## config.mk

```make
export PLATFORM = sky130hd
export DESIGN_NAME = frame_config_sequencer
export DESIGN_NICKNAME = d
export VERILOG_FILES = /design/src/rtl/frame_cfg_pkg.sv /design/src/rtl/frame_strobe_decoder.sv /design/src/rtl/frame_config_sequencer.sv
export SDC_FILE = /design/constraint.sdc
export NUM_CORES = 1
export LEC_CHECK = 0
export ABC_AREA = 1
export BUFFER_PORTS_ARGS = -buffer_cell sky130_fd_sc_hd__buf_2
export CORE_UTILIZATION = 30
export DETAILED_ROUTE_END_ITERATION = 16
export PLACE_DENSITY_LB_ADDON = 0.1
export SETUP_SLACK_MARGIN = 0.5
export SYNTH_ARGS = -nofsm -noshare
export SYNTH_HDL_FRONTEND = slang
export SYNTH_SLANG_ARGS = --single-unit
```

## constraint.sdc

```tcl
create_clock -name CLK -period 2.3 [get_ports CLK]
set_input_delay 0.46 -clock CLK [delete_from_list [all_inputs] [get_ports CLK]]
set_output_delay 0.46 -clock CLK [all_outputs]
set_load 0.01 [all_outputs]
```

## src/rtl/frame_cfg_pkg.sv

```systemverilog
// Shared definitions for the frame configuration sequencer.
// Command word field positions, opcodes and FSM states.
package frame_cfg_pkg;

    localparam logic [3:0] OP_NOP         = 4'h0;
    localparam logic [3:0] OP_WRITE_FRAME = 4'h1;

    localparam int OPC_HI = 31;
    localparam int OPC_LO = 28;
    localparam int COL_HI = 27;
    localparam int COL_LO = 20;
    localparam int FRM_HI = 19;
    localparam int FRM_LO = 12;

    localparam int STB_CNT_W = 4;

    typedef enum logic [1:0] {
        IDLE,
        LOAD,
        STROBE,
        HOLD
    } seq_state_t;

endpackage

```

## src/rtl/frame_strobe_decoder.sv

```systemverilog
// One-hot decode of {col, frame, enable} into the column-major
// FrameStrobe vector; bit c*MaxFramesPerCol+f selects column c frame f.
module frame_strobe_decoder #(
    parameter int NumCols         = 4,
    parameter int MaxFramesPerCol = 20
) (
    input  logic [7:0]                         i_col,
    input  logic [7:0]                         i_frame,
    input  logic                               i_en,
    output logic [NumCols*MaxFramesPerCol-1:0] o_strobe
);

    for (genvar c = 0; c < NumCols; c++) begin : g_col
        for (genvar f = 0; f < MaxFramesPerCol; f++) begin : g_frm
            assign o_strobe[c*MaxFramesPerCol+f] =
                i_en & (i_col == 8'(c)) & (i_frame == 8'(f));
        end
    end

endmodule

```

## src/rtl/frame_config_sequencer.sv

```systemverilog
// Bitstream command sequencer: loads one data word per tile row,
// then strobes the addressed column/frame for StrobeCycles cycles.
module frame_config_sequencer
    import frame_cfg_pkg::*;
#(
    parameter int FrameBitsPerRow = 32,
    parameter int MaxFramesPerCol = 20,
    parameter int NumRows         = 4,
    parameter int NumCols         = 4,
    parameter int StrobeCycles    = 2
) (
    input  logic                                 CLK,
    input  logic                                 reset,
    input  logic [31:0]                          s_data,
    input  logic                                 s_valid,
    output logic                                 s_ready,
    output logic [NumRows*FrameBitsPerRow-1:0]   FrameData,
    output logic [NumCols*MaxFramesPerCol-1:0]   FrameStrobe,
    output logic                                 busy,
    output logic                                 cmd_error,
    output logic [15:0]                          frames_written
);

    localparam int RW = (NumRows > 1) ? $clog2(NumRows) : 1;
    localparam logic [RW-1:0]        LAST_ROW = RW'(NumRows - 1);
    localparam logic [7:0]           COL_LIM  = 8'(NumCols);
    localparam logic [7:0]           FRM_LIM  = 8'(MaxFramesPerCol);
    localparam logic [STB_CNT_W-1:0] STB_LAST = STB_CNT_W'(StrobeCycles - 1);

    seq_state_t                         r_state;
    logic [RW-1:0]                      r_row;
    logic [7:0]                         r_col;
    logic [7:0]                         r_frame;
    logic [STB_CNT_W-1:0]               r_stb_cnt;
    logic [NumRows*FrameBitsPerRow-1:0] r_frame_data;
    logic                               r_cmd_error;
    logic [15:0]                        r_frames_written;

    logic [3:0] w_opcode;
    logic [7:0] w_col;
    logic [7:0] w_frame;
    logic       w_in_range;

    assign w_opcode   = s_data[OPC_HI:OPC_LO];
    assign w_col      = s_data[COL_HI:COL_LO];
    assign w_frame    = s_data[FRM_HI:FRM_LO];
    assign w_in_range = (w_col < COL_LIM) && (w_frame < FRM_LIM);

    always_ff @(posedge CLK) begin
        if (reset) begin
            r_state          <= IDLE;
            r_row            <= '0;
            r_col            <= '0;
            r_frame          <= '0;
            r_stb_cnt        <= '0;
            r_frame_data     <= '0;
            r_cmd_error      <= 1'b0;
            r_frames_written <= '0;
        end else begin
            unique case (r_state)
                IDLE: begin
                    if (s_valid) begin
                        if (w_opcode == OP_WRITE_FRAME && w_in_range) begin
                            r_col   <= w_col;
                            r_frame <= w_frame;
                            r_row   <= '0;
                            r_state <= LOAD;
                        end else if (w_opcode != OP_NOP) begin
                            r_cmd_error <= 1'b1;
                        end
                    end
                end
                LOAD: begin
                    if (s_valid) begin
                        r_frame_data[r_row*FrameBitsPerRow +: FrameBitsPerRow]
                            <= s_data[FrameBitsPerRow-1:0];
                        r_row <= r_row + 1'b1;
                        if (r_row == LAST_ROW) begin
                            r_stb_cnt <= STB_LAST;
                            r_state   <= STROBE;
                        end
                    end
                end
                STROBE: begin
                    if (r_stb_cnt == '0) begin
                        r_state <= HOLD;
                    end else begin
                        r_stb_cnt <= r_stb_cnt - 1'b1;
                    end
                end
                HOLD: begin
                    r_frames_written <= r_frames_written + 16'd1;
                    r_state          <= IDLE;
                end
                default: r_state <= IDLE;
            endcase
        end
    end

    // Ready is masked by reset so no word is consumed while aborting.
    assign s_ready = ~reset & ((r_state == IDLE) | (r_state == LOAD));
    assign busy    = (r_state != IDLE);

    frame_strobe_decoder #(
        .NumCols         (NumCols),
        .MaxFramesPerCol (MaxFramesPerCol)
    ) u_dec (
        .i_col    (r_col),
        .i_frame  (r_frame),
        .i_en     (r_state == STROBE),
        .o_strobe (FrameStrobe)
    );

    assign FrameData      = r_frame_data;
    assign cmd_error      = r_cmd_error;
    assign frames_written = r_frames_written;

endmodule

```

==> metrics.log <==
INFO  metric hold_viol = 0
INFO  metric syn2layout_area_growth = 39.89%
INFO  metric number_of_antenna_violations_at_the_first_check_in_global_routing = 0
INFO  metric vias_per_cell = 4.777
INFO  metric num_vias = 7,868
INFO  metric synth_nets = 1,097
INFO  metric most_used_standard_cell_by_instance_count_after_synthesis = dfxtp_1
INFO  metric holdBufCountCts = 0
INFO  metric max_slew.worst_pin.slew = 0.9339 ns
INFO  metric place_hpwl = 19,140 µm
INFO  metric worstSkewPairLatency = 0.44 ns
INFO  metric synth_top_cell_area_share = 0.4430
INFO  metric wl_per_cell = 17.18 µm
INFO  metric final_cells = 1,647
INFO  metric asyncSetResetFlopFracSynth = 0
INFO  metric tritoncts = done
INFO  metric grt_pass1_wl = 41,590 µm
INFO  metric numPortBuffers = 261
INFO  metric yosysUniqueCellTypes = 31
INFO  metric ir_worst_vdd = 0.4169 mV
INFO  metric placement.cell_area = 0.009295 mm²
INFO  metric tritoncts_num_sinks = 169
INFO  metric netlist_top_cells_count = dfxtp_1, inv_1, nand2_1, nor2_1, a31oi_1
INFO  metric critical_path_fanout_max = 5
INFO  metric antenna_violating_nets_post_route = 0
INFO  metric detail_route.wirelength = 28,300 µm
INFO  metric cts.reportedPaths.clkPinSlew = 0.07 ns
INFO  metric ioPinCount = 262
INFO  metric synth_warnings = 0
INFO  metric postSynthRegisterBits = 169
INFO  metric result_of_the_run = finished with violations
INFO  metric cts_made_buffers = 17
INFO  metric worst_hold_check_slack = 0.3562 ns
INFO  metric layout-drive-gt1-share = 0.3189
INFO  metric grt_overflow_total = 0
INFO  metric first_global_vias = 6,958
INFO  metric detailedRoute.firstPassIterationCount = 5
INFO  metric place.gp.congestion = 0.8272
INFO  metric drt_iter0_markers = 544
INFO  metric fp.dieH = 161.6 µm
INFO  metric nets = 1,352
INFO  metric failed_checks = setup timing
INFO  metric diode_insertion_count_for_antenna_repair = 0
INFO  metric power.leakage = 0.004791 µW
INFO  metric globalRouteTotalUtil = 0.2068
INFO  metric power_density = 676.3 mW/mm²
INFO  metric cts_max_level = 4
INFO  metric crit_required = 1.84 ns
INFO  metric ctsLongestPathBuffers = 2
INFO  metric chipWidth = 161.6 µm
INFO  metric number_of_enable_type_register_cells_in_the_synthesized_netlist = 0
INFO  metric clock.fmax = 421.3 MHz
INFO  metric worstSetupPathType = flip-flop to primary output
INFO  metric finClkSkew = 0.01273 ns
INFO  metric crit_arrival = 1.91 ns
INFO  metric mapped_cell_area = 0.007637 mm²
INFO  metric finalInstanceArea = 0.01068 mm²
INFO  metric finalCriticalPeriod = 2.373 ns
INFO  metric post_synth_main_area_contributors = dfxtp_1, inv_1, nand2_1, nor2_1, a211oi_1
INFO  metric synthCells = 1,049
INFO  metric dpl.cell_count = 1,589
INFO  metric finalCoreUtilization = 0.4255
INFO  metric worst_setup_path_end_kind = primary output
INFO  metric avg_cell_area_syn = 7.281 µm²
INFO  metric floorplan.die_area = 0.02610 mm²
INFO  metric period_share = 1.032
INFO  metric max_slew_headroom = 0.3767
INFO  metric grt_setup_unrepaired = yes
INFO  metric row_count = 58
INFO  metric timing.max_cap.violations = 0
INFO  metric start_util = 0.3042
INFO  metric finalSetupViolCount = 24
INFO  metric synth_sequential_area_ratio = 0.4430
INFO  metric core_region_area = 0.02511 mm²
INFO  metric classification_of_the_worst_slack_hold_path = primary input to flip-flop
INFO  metric drc_errors = 0
INFO  metric synth_top_flop_cell = dfxtp_1
INFO  metric slew_viol_final = 0
INFO  metric post-synth-top-area-cell = dfxtp_1
INFO  metric pin_count_of_the_biggest_net_entering_global_routing = 101
INFO  metric clockRootBuffer = clkbuf_16
INFO  metric worst_setup_path_start_kind = flip-flop
INFO  metric final_critical_path_setup_slack = -0.07339 ns
[metrics by stage]
| stage | power (µW) | setup slack, ns | setup TNS (ns) |
|---|---|---|---|
| 6_report | 7226 | -0.07339 | -0.9501 |
| 5_1_grt | 7559 | -0.2314 | -12.02 |
| 4_1_cts | 7247 | -0.09465 | -1.591 |
| 3_5_place_dp | 4235 | 0.1124 | 0 |
| 3_3_place_gp | 4233 | 0.1245 | 0 |
| 2_1_floorplan | 3819 | 0.4302 | 0 |
[cell type report]
cell class,count,area (µm²)
fillers,2643,14430
flip-flops and latches,169,3400
clock inverters,15,148.9
repair buffers,312,2027
clock buffers,17,425.4
multi-input cells,649,3671
inverters,155,599.3
well taps,330,412.9
[path summary, 6_finish.rpt]
check | end | depth (start not counted) | slack, ns | from
setup / recovery | FrameStrobe[57] | 6 | -0.07 | r_frame[2]
hold / removal | r_frame[1] | 3 | 0.36 | s_data[13]
setup reg to reg | FrameData[115] | 8 | 0.62 | r_state[1]
hold reg to reg | FrameData[5] | 2 | 0.45 | FrameData[5]
[layout by cell type, fill, tap and decap left out, types with 25 or more instances in the layout]
master    synthesis  final
a21oi_1          72     72
a211oi_1         73     73
buf_4             0     25
a31oi_1          75     74
nor2_1          147    128
nand3_1          48     45
dfxtp_1         169    162
nand2_1         150    136
buf_2            11    256
inv_1           153    146
[routing by layer]
layer	part of all wire	wire length [µm]	vias up	track usage
met5	0	0	-	0
met4	0.012	335	0	0.05489
met3	0.068	1937	21	0.04443
met2	0.45	12680	279	0.3160
met1	0.47	13350	3586	0.2925
li1	-	-	3982	-
[power breakdown]
group,switching (µW),internal [µW],leakage (µW)
Sequential,80.4,3060,0.00137
Clock,1410,1450,0.000283
Combinational,762,465,0.00314
[sequential cells by signal (all words and copies together) (netlist names)]
register and count:
FrameData 128, cmd_error 1, frames_written 16, r_col 8, r_frame 8, r_row 2, r_state 2, r_stb_cnt 4
[critical path, cell delays in order (launching register included)]
cell,delay (ns)
dfxtp_1,0.32
inv_1,0.20
nand2_1,0.12
nor3_1,0.37
nand2_1,0.19
nor2_1,0.15
buf_2,0.14
[cells by family (layout without fill, tap and decap cells)]
| family | Yosys count | after routing | share of synthesized area |
|---|---|---|---|
| and+or+nand+nor | 397 | 397 | 0.2225 |
| AOI/OAI and AO/OA | 234 | 234 | 0.1902 |
| DFF | 169 | 169 | 0.4430 |
| buffers and inverters | 231 | 499 | 0.1173 |
| xor gates and xnor gates | 5 | 5 | 0.005735 |
| adders and majority gates | 13 | 13 | 0.02130 |
[what timing repair did]
item | in CTS | in global routing
endpoints found under the setup margin | 195 | 159
buffers inserted | 7 | 10
cloned | 3 | 6
resized for setup | 77 | 43
pin swaps | 12 | 11
Note: power is estimated with default switching activity, not from simulation.
